<file path="src/rtl/fft_pkg.sv">
// Shared sample types, default frame length and skid-buffer state encoding
// for the sample expansion path.
package fft_pkg;

    typedef logic signed [15:0] sample_t;
    typedef logic signed [31:0] wide_t;

    localparam int unsigned FFT_N_DEFAULT = 16;

    typedef enum logic [1:0] {
        EMPTY,
        ONE,
        FULL
    } skid_state_t;

endpackage

</file>
<file path="src/rtl/sample_widen.sv">
// Combinational widening of a signed 16-bit sample to 32 bits, scaled by a
// left shift; SHIFT=16 undoes the 32->16 narrowing stage.
module sample_widen
    import fft_pkg::*;
#(
    parameter int unsigned SHIFT = 16
) (
    input  sample_t din,
    output wide_t   dout
);

    // Cast sign-extends before the shift; overflow bits simply fall off.
    assign dout = wide_t'(din) << SHIFT;

endmodule

</file>
<file path="src/rtl/sample_expander.sv">
// Widens 16-bit samples into 32-bit words through a 2-entry skid buffer.
// Define FRAME_LAST_EN to add the frame counter and the m_last output.
module sample_expander
    import fft_pkg::*;
#(
    parameter int unsigned FFT_N = FFT_N_DEFAULT,
    parameter int unsigned SHIFT = 16
) (
    input  logic        clk,
    input  logic        rst,
    input  logic [15:0] s_data,
    input  logic        s_valid,
    output logic        s_ready,
    output logic [31:0] m_data,
    output logic        m_valid,
    input  logic        m_ready
`ifdef FRAME_LAST_EN
    ,
    output logic        m_last
`endif
);

    skid_state_t state_q, state_d;
    wide_t       widened;
    wide_t       head_q, skid_q;
    logic        in_xfer, out_xfer;
    logic        head_new, skid_new, head_from_skid;

    sample_widen #(
        .SHIFT(SHIFT)
    ) u_widen (
        .din (sample_t'(s_data)),
        .dout(widened)
    );

    assign s_ready  = (state_q != FULL) && !rst;
    assign m_valid  = (state_q != EMPTY);
    assign m_data   = head_q;
    assign in_xfer  = s_valid && s_ready;
    assign out_xfer = m_valid && m_ready;

    always_ff @(posedge clk or posedge rst) begin
        if (rst) begin
            state_q <= EMPTY;
        end else begin
            state_q <= state_d;
        end
    end

    always_comb begin
        state_d        = state_q;
        head_new       = 1'b0;
        skid_new       = 1'b0;
        head_from_skid = 1'b0;
        unique case (state_q)
            EMPTY: begin
                if (in_xfer) begin
                    head_new = 1'b1;
                    state_d  = ONE;
                end
            end
            ONE: begin
                // Simultaneous pop and push replaces the head in place.
                if (in_xfer && out_xfer) begin
                    head_new = 1'b1;
                end else if (in_xfer) begin
                    skid_new = 1'b1;
                    state_d  = FULL;
                end else if (out_xfer) begin
                    state_d = EMPTY;
                end
            end
            FULL: begin
                if (out_xfer) begin
                    head_from_skid = 1'b1;
                    state_d        = ONE;
                end
            end
            default: state_d = EMPTY;
        endcase
    end

    always_ff @(posedge clk or posedge rst) begin
        if (rst) begin
            head_q <= '0;
            skid_q <= '0;
        end else begin
            if (head_new) begin
                head_q <= widened;
            end else if (head_from_skid) begin
                head_q <= skid_q;
            end
            if (skid_new) begin
                skid_q <= widened;
            end
        end
    end

`ifdef FRAME_LAST_EN
    localparam int unsigned CNT_W = $clog2(FFT_N);
    localparam logic [CNT_W-1:0] CNT_MAX = CNT_W'(FFT_N - 1);

    logic [CNT_W-1:0] cnt_q;
    logic             in_last;
    logic             head_last_q, skid_last_q;

    assign in_last = (cnt_q == CNT_MAX);
    assign m_last  = head_last_q;

    // FFT_N is a power of two, so the natural wrap is the frame wrap.
    always_ff @(posedge clk or posedge rst) begin
        if (rst) begin
            cnt_q       <= '0;
            head_last_q <= 1'b0;
            skid_last_q <= 1'b0;
        end else begin
            if (in_xfer) begin
                cnt_q <= cnt_q + CNT_W'(1);
            end
            if (head_new) begin
                head_last_q <= in_last;
            end else if (head_from_skid) begin
                head_last_q <= skid_last_q;
            end
            if (skid_new) begin
                skid_last_q <= in_last;
            end
        end
    end
`endif

endmodule

</file>
<file path="config.mk">
export PLATFORM = sky130hd
export DESIGN_NAME = sample_expander
export DESIGN_NICKNAME = d
export VERILOG_FILES = /design/src/rtl/fft_pkg.sv /design/src/rtl/sample_widen.sv /design/src/rtl/sample_expander.sv
export SDC_FILE = /design/constraint.sdc
export NUM_CORES = 1
export LEC_CHECK = 0
export CAP_MARGIN = 20
export CORE_MARGIN = 2
export CORE_UTILIZATION = 65
export CTS_BUF_LIST = sky130_fd_sc_hd__clkbuf_8
export DETAILED_ROUTE_END_ITERATION = 10
export DONT_BUFFER_PORTS = 1
export PLACE_DENSITY = 0.8
export SYNTH_ARGS = -nofsm -noshare
export SYNTH_HDL_FRONTEND = slang
export SYNTH_SLANG_ARGS = --single-unit
</file>
<file path="constraint.sdc">
create_clock -name clk -period 4.35 [get_ports clk]
set_clock_uncertainty 0.05 [all_clocks]
set_input_delay 0.87 -clock clk [delete_from_list [all_inputs] [get_ports clk]]
set_output_delay 0.87 -clock clk [all_outputs]
set_load 0.01 [all_outputs]
</file>
# After elaboration in Yosys (flattened, before gate mapping)
# Cells that the tools add are included.
dict set report word_totals {
  register_bits 50
  inputBits 20
  out_inout_bits 34
  word_cells 34
}
dict set report op_classes {
  eq_ne 7
  mux 15
  n_reduce_logical 9
}
# cell n
set ops {}
lappend ops {{2-to-1 mux 32 bit} 2}
lappend ops {{2-to-1 mux 2 bit} 5}
lappend ops {{inequality test 2 bit (second input constant)} 4}
lappend ops {{2-to-1 mux 1 bit} 6}
lappend ops {{case mux 2 bit (3 select lines)} 1}
lappend ops {{logical AND 1 bit} 4}
lappend ops {{AND reduction 4 bit} 1}
lappend ops {{nonzero test 2 bit} 2}
lappend ops {{inequality test 3 bit (second input constant)} 1}
lappend ops {{equality test 2 x 1 -> 1 bit (second input constant)} 1}
lappend ops {{equality test 2 bit (second input constant)} 1}
lappend ops {{logical NOT 2 bit} 1}
lappend ops {{case mux 1 bit (2 select lines)} 1}
lappend ops {{logical NOT 1 bit} 1}

# Logic depth before layout (Yosys ltp)
dict set report depth {
  word_depth 7
  mapped_depth 5
}

# Hierarchy
# From an unflattened synthesis, not the netlist that was laid out.
dict set report unflattened {
  cells_unflattened 220
  area_unflattened_um2 3201.8
}
# mod instances cells_per_inst area_each_um2 seq_area_each_um2
set by_module_without_submodules {}
lappend by_module_without_submodules {sample_expander 1 187 2957.8 1651.6}
lappend by_module_without_submodules {sample_widen 1 33 244.0 0.0}

# Worst setup path after synthesis
# OpenSTA, ideal clock, no wires.
dict set report synth_timing {
  path_type {input to output}
  start {in rst}
  end {out s_ready}
  arrival_ns 1.069
  slack_ns 2.361
  cell_stages 1
  path_cell_list {a21oi_1}
}
dict set report synth_between {
  elab_chain_cells 2
}
# item line_no
set synth_rtl {}
lappend synth_rtl {{from (decl)} sample_expander.sv:10} ;# input logic rst,
lappend synth_rtl {{logical NOT 1 bit (no line)} -}
lappend synth_rtl {{logical AND 1 bit} sample_expander.sv:36} ;# assign s_ready = (state_q != FULL) && !rst;
lappend synth_rtl {{to (decl)} sample_expander.sv:13} ;# output logic s_ready,
# No other way between the ends.

# Final worst setup path
dict set report layout_timing {
  start {reg state_q[1]}
  end {out m_valid}
}
dict set report layout_between {
  elab_chain_cells 1
}
# item line_no
set layout_rtl {}
lappend layout_rtl {{from (decl)} sample_expander.sv:23} ;# skid_state_t state_q, state_d;
lappend layout_rtl {{from (signal assigned)} sample_expander.sv:46} ;# state_q <= state_d;
lappend layout_rtl {{nonzero test 2 bit} sample_expander.sv:37} ;# assign m_valid = (state_q != EMPTY);
lappend layout_rtl {{to (decl)} sample_expander.sv:15} ;# output logic m_valid,
# No other way between the ends.

==> results.md <==
- Leakage Power: around 0.8 nW
- Core Box Area: 2455 µm²
- Fin nets: roughly 140
- Synth area leader: sky130_fd_sc_hd__dfrtp_1
- Buf+Inv Stages, Crit Path: 0
- Required time worst endpoint: between 3 and 4 ns
- TritonCTS clock tree: built
- Hold_buf cts: 0
- Layout Cell Area excl Fill: 1722 µm²
- Total detailed-routing wirelength: 2.426 mm
- Kind of start point of the critical path: register
- Crit path max fanout: 7
- Via-per-instance ratio: around 5.5
- Min-Delay Path Depth: 1
- Mapped Avg Cell Area: 14.09 µm²
- Drt wl/cell: 15.96 µm
- Cell types occupying the most area after synthesis: sky130_fd_sc_hd__dfrtp_1 51%, sky130_fd_sc_hd__mux2_2 24%, sky130_fd_sc_hd__mux2_1 8.1%
- Period Utilization, post-route: between 40% and 50%
- Top-Level Pins: 54
- Number of distinct standard cells referenced by the synthesized netlist: 20
- R2R depth: 3
- Total via count in the routed design: 836
- Power density cells: 542.4 nW/µm²
- Final setup violating endpoints: 0
- Initial core utilization: 67.74%
- CTS root buf: sky130_fd_sc_hd__clkbuf_8
- Count of standard-cell rows: 18
- Ordered list of cells on the worst path: or2_2
- Synth top area share: between 50% and 60%
- Post-Synthesis Cells: 118
- R2r setup slk: 2.58 ns
- Setup tns final: 0 ns
- Fraction of final layout cells sized beyond drive strength 1: 40.98%
- Post-CTS setup repair buffer count: 0
- Synthesized cell area: between 1500 and 2000 µm²
- Chip width: 54.58 µm
- Fraction of the yosys area taken by sequential cells: between 50% and 60%
- Synthesis-to-layout area growth: 3.536%
- Worst-margin pin slew: 0.8570 ns
- Max cap viols: 0
- Crit path capture type: primary output
- Tightest slew margin relative to the limit: 42.87%
- Dominant delay contributor by cell family on the critical path: flip-flops
- Multi-input gate area: approximately 700 µm²
- Drt initial violations: 5
- Overall die area: 2979 µm²
- Number of global-route vias before repair: roughly 800
- Critical Path Max Stage Delay: 0.49 ns
- Storage cell area: roughly 850 µm²
- Number of clock buffers inserted by TritonCTS: 5
- Layout filler cell count: 184
- Wire length of the first global-routing pass: 3.608 mm
- Maximum vdd ir drop: 0.3974 mV
- Final Max Slew Viols: 0
- CP Depth: 1
- Buffers from clock root to sink, at most: 2
- Standard cell with the maximum stage delay on the critical path: sky130_fd_sc_hd__dfrtp_1
- H-tree level count: 2
- Signal arrival time at the worst endpoint: 1.12 ns
- Routability congestion estimate: around 0.67
- DRC: 0
- Port bufs: 0
- Drt pass-1 iters: 4
- Antenna Nets Post-Route: 0
- Chip height: 54.58 µm
- Critical path start-end classification: reg2out
- Total overflow reported by the global router: 0
- CTS Sinks: 34
- Maximum frequency from static timing analysis: 489.1 MHz
- Maximum number of pins on one net before global-route repair: 35
- Time the worst path needs with I/O delays and setup: 2.045 ns
- Post-synthesis sequential element count: 34
- Kind of path behind the tightest hold check: reg2reg
- Antenna violations before repair: 0
- Dpl cell area: about 1600 µm²
- Antenna diodes: 0
- Clock transition time at the flip-flop clock pins of the worst setup and hold paths: 0.07 ns
- HPWL after detailed placement: 1.719 mm
- Final Hold Viols: 0
- Number of warning messages in the yosys log: 0
- Unrepaired setup endpoints after global routing: false
- Total Routing Usage GR: 18.03%
- Gates resized, CTS repair: 0
- Result of the run: completed
- Clock latency at the later pin of the worst-skew pair: approximately 0.27 ns
[worst reg2reg max path, stage by stage (launching register included)]
cell and delay [ns]:
sky130_fd_sc_hd__dfrtp_1 0.39, sky130_fd_sc_hd__inv_1 0.10, sky130_fd_sc_hd__o21ai_2 0.69, sky130_fd_sc_hd__mux2_2 0.42
[stage by stage]
step           setup slack (ns)  power [mW]  utilization, %  instances  hold slack (ns)
2_1_floorplan             2.361      0.6527               -        133           0.4102
3_5_place_dp              2.199      0.6822           65.65        144           0.4360
5_1_grt                   2.272      0.9845           70.13        152           0.4689
3_3_place_gp              2.223      0.6595           65.65        144           0.4199
6_report                  2.305      0.9338           70.13        152           0.4451
4_1_cts                   2.308      0.9464           70.13        152           0.4506
[routing by layer]
layer	vias up	share of wire (%)	GRT usage, %	routed length, µm
met5	-	0	0	0
met4	0	0.99	9.583	24
met2	43	53	30.16	1274
met3	5	11	8.470	267
li1	382	-	-	-
met1	406	35	18.53	859
[synth_stat cells, drive strengths merged]
cell,count
mux2,48
dfrtp,34
buf,20
a21oi,2
inv,2
nand2,2
o21ai,2
conb,1
mux2i,1
nand2b,1
nand3b,1
nor2b,1
nor3b,1
o22ai,1
or2,1
[where the power goes]
part           switching (mW)  leakage (nW)  internal, mW
Clock                   0.103        0.0575         0.160
Combinational          0.0611         0.328         0.111
Sequential             0.0788         0.409         0.421
Total                   0.243         0.794         0.691
[logic make-up (layout without fill, tap and decap cells)]
logic type	count (synthesis)	in the layout	synth area share [%]
other cells	1	16	0.2255
flops	34	34	51.17
compound gates	5	5	1.806
mux	49	49	33.11
buf+inv	22	11	9.632
simple gates	7	7	4.064
[sequential cells by signal, summed over array words and instances (netlist names)]
signal	count
state_q	2
m_data	16
skid_q	16
[layout make-up]
type	count	share of cell area [%]
sequential	34	49.42
clock buffer	8	6.395
timing repair buffer	1	0.4360
tap	30	2.180
multi-input combinational	77	41.13
inverter	2	0.4360
[final timing paths]
path,end,startpoint
worst max-delay path,m_valid,state_q[1]$_DFFE_PP0P_
worst min-delay path,skid_q[26]$_DFFE_PP0P_,skid_q[26]$_DFFE_PP0P_
worst max register to register,m_data[24]$_DFFE_PP0P_,state_q[0]$_DFFE_PP0P_
worst min register to register,skid_q[26]$_DFFE_PP0P_,skid_q[26]$_DFFE_PP0P_
max in group asynchronous,skid_q[16]$_DFFE_PP0P_,rst
min in group asynchronous,state_q[1]$_DFFE_PP0P_,rst
[placed cells by master (no fill, tap or decap)]
cell type and instances:
sky130_fd_sc_hd__o22ai_1 1, sky130_fd_sc_hd__a21oi_1 2, sky130_fd_sc_hd__nand2b_1 1, sky130_fd_sc_hd__o21ai_0 1, sky130_fd_sc_hd__nor3b_4 1, sky130_fd_sc_hd__or2_2 1
sky130_fd_sc_hd__conb_1 16, sky130_fd_sc_hd__mux2_1 12, sky130_fd_sc_hd__clkbuf_8 8, sky130_fd_sc_hd__nand2_2 1, sky130_fd_sc_hd__nand2_1 1, sky130_fd_sc_hd__o21ai_2 1
sky130_fd_sc_hd__inv_1 2, sky130_fd_sc_hd__nand3b_4 1, sky130_fd_sc_hd__mux2i_1 1, sky130_fd_sc_hd__mux2_2 36, sky130_fd_sc_hd__buf_4 1, sky130_fd_sc_hd__dfrtp_1 34
sky130_fd_sc_hd__nor2b_1 1
Power figures use the tool's default switching activity.
